<file path="src/rtl/alu_arbiter.sv">
// alu_arbiter: round-robin sharing of one combinational ALU between two requesters
// with valid/ready request and response handshakes and a completed-operation counter.
module alu_arbiter #(
  parameter int WIDTH = 32,
  parameter int CNTW  = 16
) (
  input  logic             clk,
  input  logic             rst,
  input  logic             req0_valid,
  output logic             req0_ready,
  input  logic [2:0]       req0_op,
  input  logic [WIDTH-1:0] req0_a,
  input  logic [WIDTH-1:0] req0_b,
  output logic             rsp0_valid,
  input  logic             rsp0_ready,
  input  logic             req1_valid,
  output logic             req1_ready,
  input  logic [2:0]       req1_op,
  input  logic [WIDTH-1:0] req1_a,
  input  logic [WIDTH-1:0] req1_b,
  output logic             rsp1_valid,
  input  logic             rsp1_ready,
  output logic [WIDTH-1:0] rsp_data,
  output logic [2:0]       alu_op,
  output logic [WIDTH-1:0] alu_inp1,
  output logic [WIDTH-1:0] alu_inp2,
  input  logic [WIDTH-1:0] alu_outp,
  output logic             busy,
  output logic [CNTW-1:0]  op_count
);
  typedef enum logic [1:0] {IDLE, EXEC, RESP} state_t;

  state_t           state_q, state_d;
  logic             last_q, id_q;
  logic [2:0]       op_q;
  logic [WIDTH-1:0] a_q, b_q, res_q;
  logic [CNTW-1:0]  cnt_q;
  logic             g0, g1, req_hs, rsp_hs;

  // last_q names the requester served most recently; the other one wins a tie
  always_comb begin
    g0         = req0_valid & (~req1_valid | last_q);
    g1         = req1_valid & (~req0_valid | ~last_q);
    req0_ready = (state_q == IDLE) & g0;
    req1_ready = (state_q == IDLE) & g1;
    rsp0_valid = (state_q == RESP) & ~id_q;
    rsp1_valid = (state_q == RESP) & id_q;
    req_hs     = req0_ready | req1_ready;
    rsp_hs     = (rsp0_valid & rsp0_ready) | (rsp1_valid & rsp1_ready);
    state_d    = state_q;
    if (state_q == IDLE && req_hs) state_d = EXEC;
    if (state_q == EXEC) state_d = RESP;
    if (state_q == RESP && rsp_hs) state_d = IDLE;
  end

  always_ff @(posedge clk or posedge rst) begin
    if (rst) begin
      state_q <= IDLE;
      last_q  <= 1'b1;
      id_q    <= 1'b0;
      op_q    <= '0;
      a_q     <= '0;
      b_q     <= '0;
      res_q   <= '0;
      cnt_q   <= '0;
    end else begin
      state_q <= state_d;
      if (req_hs) begin
        id_q <= req1_ready;
        op_q <= req1_ready ? req1_op : req0_op;
        a_q  <= req1_ready ? req1_a : req0_a;
        b_q  <= req1_ready ? req1_b : req0_b;
      end
      if (state_q == EXEC) res_q <= alu_outp;
      if (rsp_hs) begin
        last_q <= id_q;
        cnt_q  <= cnt_q + CNTW'(1);
      end
    end
  end

  assign alu_op   = op_q;
  assign alu_inp1 = a_q;
  assign alu_inp2 = b_q;
  assign rsp_data = res_q;
  assign busy     = state_q != IDLE;
  assign op_count = cnt_q;
endmodule

</file>
<file path="config.mk">
export PLATFORM = sky130hd
export DESIGN_NAME = alu_arbiter
export DESIGN_NICKNAME = d
export VERILOG_FILES = /design/src/rtl/alu_arbiter.sv
export SDC_FILE = /design/constraint.sdc
export NUM_CORES = 1
export LEC_CHECK = 0
export BUFFER_PORTS_ARGS = -buffer_cell sky130_fd_sc_hd__buf_2
export CORE_AREA = 2 2 112 114
export CTS_BUF_LIST = sky130_fd_sc_hd__clkbuf_8
export DETAILED_ROUTE_END_ITERATION = 7
export DIE_AREA = 0 0 114 116
export GPL_TIMING_DRIVEN = 0
export PLACE_DENSITY = 0.78
export SETUP_SLACK_MARGIN = 0.5
export SLEW_MARGIN = 0
export SYNTH_ARGS = -nofsm -noshare
export SYNTH_HDL_FRONTEND = slang
export SYNTH_SLANG_ARGS = --single-unit
</file>
<file path="constraint.sdc">
create_clock -name clk -period 4.6 [get_ports clk]
set_input_delay 0.69 -clock clk [delete_from_list [all_inputs] [get_ports clk]]
set_output_delay 0.69 -clock clk [all_outputs]
set_load 0.05 [all_outputs]
</file>
Yosys cells after proc, flatten, opt, wreduce, memory -nomap -nowiden
Cells that the tools add are included.
W data, S select, Z words.
- register bits after elaboration: 119
- input port bits: 172
- bits in latches: 0
- output and inout bits: 120
- memory bits (read-only): 0
- word-level logic and storage cells: 38
- memory bits (writable): 0
- memories: 0
- shift-type cells: 0
- reduce and logical (&&, ||, !) cells: 5
- equality and inequality tests: 2
- $lt $le $gt $ge: 0
- bitwise logic cells: 16
- add/subtract/negate cells: 1
- $mul: 0
- divide/modulo/power cells: 0
- multiplexer cells: 6
- operators with widths (kind ; number):
    $mux W32 ; 2
    $add A16 B1 Y16 const B ; 1
    $and A1 B1 Y1 ; 8
    $mux W2 ; 3
    $not A1 Y1 ; 4
    $or A1 B1 Y1 ; 4
    $mux W3 ; 1
    $reduce_bool A3 Y1 ; 1
    $eq A2 B1 Y1 const B ; 1
    $eq A2 B2 Y1 const B ; 1
    $logic_and A1 B1 Y1 ; 2
    $logic_not A2 Y1 ; 1
    $reduce_bool A2 Y1 ; 1

Depth between registers and ports, before layout
- depth after elaboration: 9
- gate-level depth with buffers: 7
- depth with buffers taken out: 5

Least setup slack after synthesis
Ideal clock, no wire load.
- path kind: register to output
- start: register state_q[0]
- end: output rsp1_valid
- data required time: 3910 ps
- cell stages (with the launch flop): 3
- setup slack: 2626 ps
- arrival: 1284 ps
- cell sequence: dfrtp_1 -> nand2b_4 -> nor2_1
- cells in the longest elaborated chain, start to end: 2
- ends and longest elaborated chain (item ; RTL line ; RTL):
    from (decl) ; 33 ; state_t state_q, state_d;
    from (signal assigned) ; 67 ; state_q <= state_d;
    $eq A2 B2 Y1 ; 47 ; rsp1_valid = (state_q == RESP) & id_q;
    $and A1 B1 Y1 ; 47 ;
    to (decl) ; 21 ; output logic rsp1_valid,
Every way passes these cells.

Worst setup path after layout
- start: register last_q
- end: output req0_ready
- cells in the longest elaborated chain, start to end: 3
- ends and longest elaborated chain (item ; RTL line ; RTL):
    from (decl) ; 34 ; logic last_q, id_q;
    from (signal assigned) ; 76 ; last_q <= id_q;
    $or A1 B1 Y1 ; 42 ; g0 = req0_valid & (~req1_valid | last_q);
    $and A1 B1 Y1 ; 42 ;
    $and A1 B1 Y1 ; 44 ; req0_ready = (state_q == IDLE) & g0;
    to (decl) ; 10 ; output logic req0_ready,
Every way passes these cells.

==> summary.md <==
| Metric | Value |
|---|---|
| Synth area leader | `dfrtp_1` |
| GRT met3 Usage | `7.74%` |
| I/O Pins | `about 290` |
| RSZ-0062 raised after global routing | `false` |
| Worst flop-to-flop path endpoint | `alu_inp2[16]$_DFFE_PP0P_` |
| Switching share of power | `51.5%` |
| Gr busiest metal | `met2` |
| Yosys top cell area share | `57.5%` |
| Core ar. | `11900 sq um` |
| Post-Syn Area | `approximately 5000 sq um` |
| Ratio of cells with drive above 1 in the final layout | `46.2%` |
| Worst hold margin | `between 0.2 and 0.3 ns` |
| Vias in the first global route | `approximately 4900` |
| Routability cong. | `between 0.8 and 0.9` |
| Pwr/cell area | `895 nW/um^2` |
| Period utilization | `between 50 and 60%` |
| Element type at the critical path start | `register` |
| CTS tree | `done` |
| Total GRT Usage | `about a quarter` |
| Avg WL per Cell | `15.8 microns` |
| Synth async-reset ratio | `100%` |
| Cell Rows | `40` |
| Initial core utilization | `a little over two fifths` |
| Initial detailed-routing violation count | `289` |
| Power share of the sequential group | `28.1%` |
| Max Clock Freq | `374 MHz` |
| EDFF count, synth | `0` |
| Status | `finished clean` |
| Crit path top cell by count | `buf_2` |
| Layout area overhead | `41.7%` |
| Sink Count | `119` |
| Setup TNS | `0 ns` |
| Worst Setup EP | `req0_ready` |
| Pins Over Slew Limit | `0` |
| Avg Cell Area, Syn | `9.95 sq um` |
| Routed via count | `~4900` |
| P_leak | `about 3.8 nW` |
| Reg2Reg Depth | `7` |
| Reg2Reg Launch Point | `state_q[1]$_DFFE_PP0P_` |
| Fin nets | `1000` |
| Crit-path max cell delay | `0.55 ns` |
| Cts repair resizes | `0` |
| Setup crit start | `last_q$_DFFE_PP1P_` |
| Max clock buf depth | `2` |
| Pin count of the biggest net entering global routing | `69` |
| Synth area leaders | `dfrtp_1 58%, a21oi_1 13%, mux2_2 6.8%` |
| Post-synthesis sequential area ratio | `58.0%` |
| Critical Path Sink Type | `output port` |
| HP Class | `in -> async` |
| M2 GR Usage | `41.1%` |
| DRT Wirelength | `15.6 mm` |
| CP arrival | `1.98 ns` |
| Layout fillers | `1073` |
| CTS clk-pin slew, worst paths | `0.07 ns` |
| Worst EP required | `between 3 and 4 ns` |
| Max FO, Critical Path | `10` |
| Slowest-stage cell, CP | `dfstp_2` |
| Synth cell types | `33` |
| Synth Warn # | `0` |
| #FFs+latches synth | `119` |
| CTS Hold Buffers Added | `0` |
| Clock share of power | `between 15 and 20%` |
| # Max-Cap Violations | `0` |
| Critical-path cell list | `nand2b_1 -> nand3_2 -> inv_2 -> buf_2 -> buf_2` |
| Internal Power | `0.00316 W` |
| Detailed-router iteration count before antenna repair | `4` |
| # Post-CTS Setup Buffers | `0` |
| Post-DP HPWL | `12.0 mm` |
| Die Footprint | `~13000 sq um` |
| Total CTS buffers | `17` |
| Total grt overflow | `0` |
| Gate Count Post-Synth | `between 500 and 600` |
| Slew @ Worst Pin | `~0.50 ns` |
| Port bufs | `291` |
| Final antenna-violating net count | `0` |
| VDD IR max | `0.000505 V` |
| P_sw | `0.00335 W` |
| Seq. cell area | `2980 sq um` |
| Latest clock arrival within the worst-skew pair | `about 0.44 ns` |
| Worst clock skew | `0.00731 ns` |
| Initial antenna violation count | `0` |
| Final hold vios | `0` |
| R2R setup slack | `approximately 3 ns` |
| CTS Root Cell | `clkbuf_8` |
| # DRC | `0` |
| WS Path Type | `reg -> out` |
| Comb power frac | `54.7%` |
| Area of the multi-input gates | `1960 sq um` |
| First-pass GRT wire length | `24.0 mm` |
| Synth Flop Type | `dfrtp_1` |
| Syn_nets | `689` |
| Final Setup Violations | `0` |
| Fin crit period | `about 2.7 ns` |
| Die Span Y | `116 microns` |
| Ant. Diodes | `0` |
| Die W | `114 microns` |
| Number of H-tree levels | `4` |
| GR Util met1 | `26.8%` |
| Normalized max-slew margin | `66.6%` |
| Vias/cell | `4.95` |
## through the flow
stage	util, %	std cells	power (W)	setup slack, ns	instance area, sq um
2_1_floorplan	-	516	0.00452	0.754	5130
6_report	61.1	987	0.00651	1.93	7270
3_5_place_dp	57.2	955	0.00543	2.09	6810
4_1_cts	61.1	987	0.00656	1.86	7270
5_1_grt	61.1	987	0.00687	1.77	7270
3_3_place_gp	56.9	954	0.00536	-0.642	6780
## sequential cells by signal (all words and copies together) (netlist names)
name and count:
alu_inp1 32, state_q 2, alu_op 3, last_q 1, rsp_data 32, op_count 16, id_q 1, alu_inp2 32
## routing by layer
metal	vias up	part of all wire (%)
li1	2356	-
met1	2286	40
met2	214	50
met3	31	7.6
met4	0	2.6
met5	-	0
## layout make-up
class,instances,area share [%]
tap,147,2.53
clock inverter,15,3.20
buffer,34,2.44
clock buffer,17,3.22
sequential,119,41.0
timing repair buffer,292,20.4
inverter,5,0.327
multi-input combinational,358,26.9
## cell usage after synthesis (2+ instances only)
library cell,count
inv_1,3
o21ai_0,2
buf_4,3
inv_2,2
buf_2,18
dfrtp_1,118
buf_1,2
mux2_1,2
clkbuf_1,8
nand2_1,76
and3_1,3
nand3_1,6
nor2_1,71
nand4_1,5
xnor2_1,14
nand2b_1,2
a21oi_1,134
mux2_2,31
buf_6,2
## cell usage in the layout, fill, tap and decap left out, drive strengths merged, types with 6 or more instances in the layout
cell,n
bufinv,6
nand2,76
a21oi,134
mux2,33
inv,9
xnor2,14
buf,317
dfrtp,118
nand3,8
clkbuf,26
nor2,72
## worst min path at each step
stage	start	to	slack [ns]	cells past startpoint
after floorplan	last_q$_DFFE_PP1P_	last_q$_DFFE_PP1P_	0.54	1
after global placement	op_count[15]$_DFFE_PP0P_	op_count[15]$_DFFE_PP0P_	0.46	1
after detailed placement	op_count[15]$_DFFE_PP0P_	op_count[15]$_DFFE_PP0P_	0.47	1
after CTS	rst	op_count[15]$_DFFE_PP0P_	0.28	2
after global routing	rst	op_count[15]$_DFFE_PP0P_	0.30	2
final	rst	op_count[15]$_DFFE_PP0P_	0.29	2
## kinds of logic after synthesis
| logic type | share of synthesized area (%) |
|---|---|
| compound gates | 13.6 |
| fa+ha+maj | 0.244 |
| xor+xnor | 2.56 |
| flops | 58.0 |
| mux | 7.50 |
| buf+inv | 3.83 |
| simple gates | 14.3 |
## critical path, delay by kind of cell (launching register included)
kind,cells,cell delay [ns]
buffers and inverters,3,0.73
flip-flops,1,0.55
AND/OR/NAND/NOR,2,0.26
## power by group through the flow
stage | Combinational, W | Sequential (W) | Clock (W)
floorplan | 0.00103 | 0.00349 | 0
global placement | 0.00353 | 0.00183 | 0
detailed placement | 0.00359 | 0.00184 | 0
CTS | 0.00359 | 0.00183 | 0.00114
global route | 0.00378 | 0.00189 | 0.00119
finish | 0.00356 | 0.00183 | 0.00112
Power figures use the tool's default switching activity.
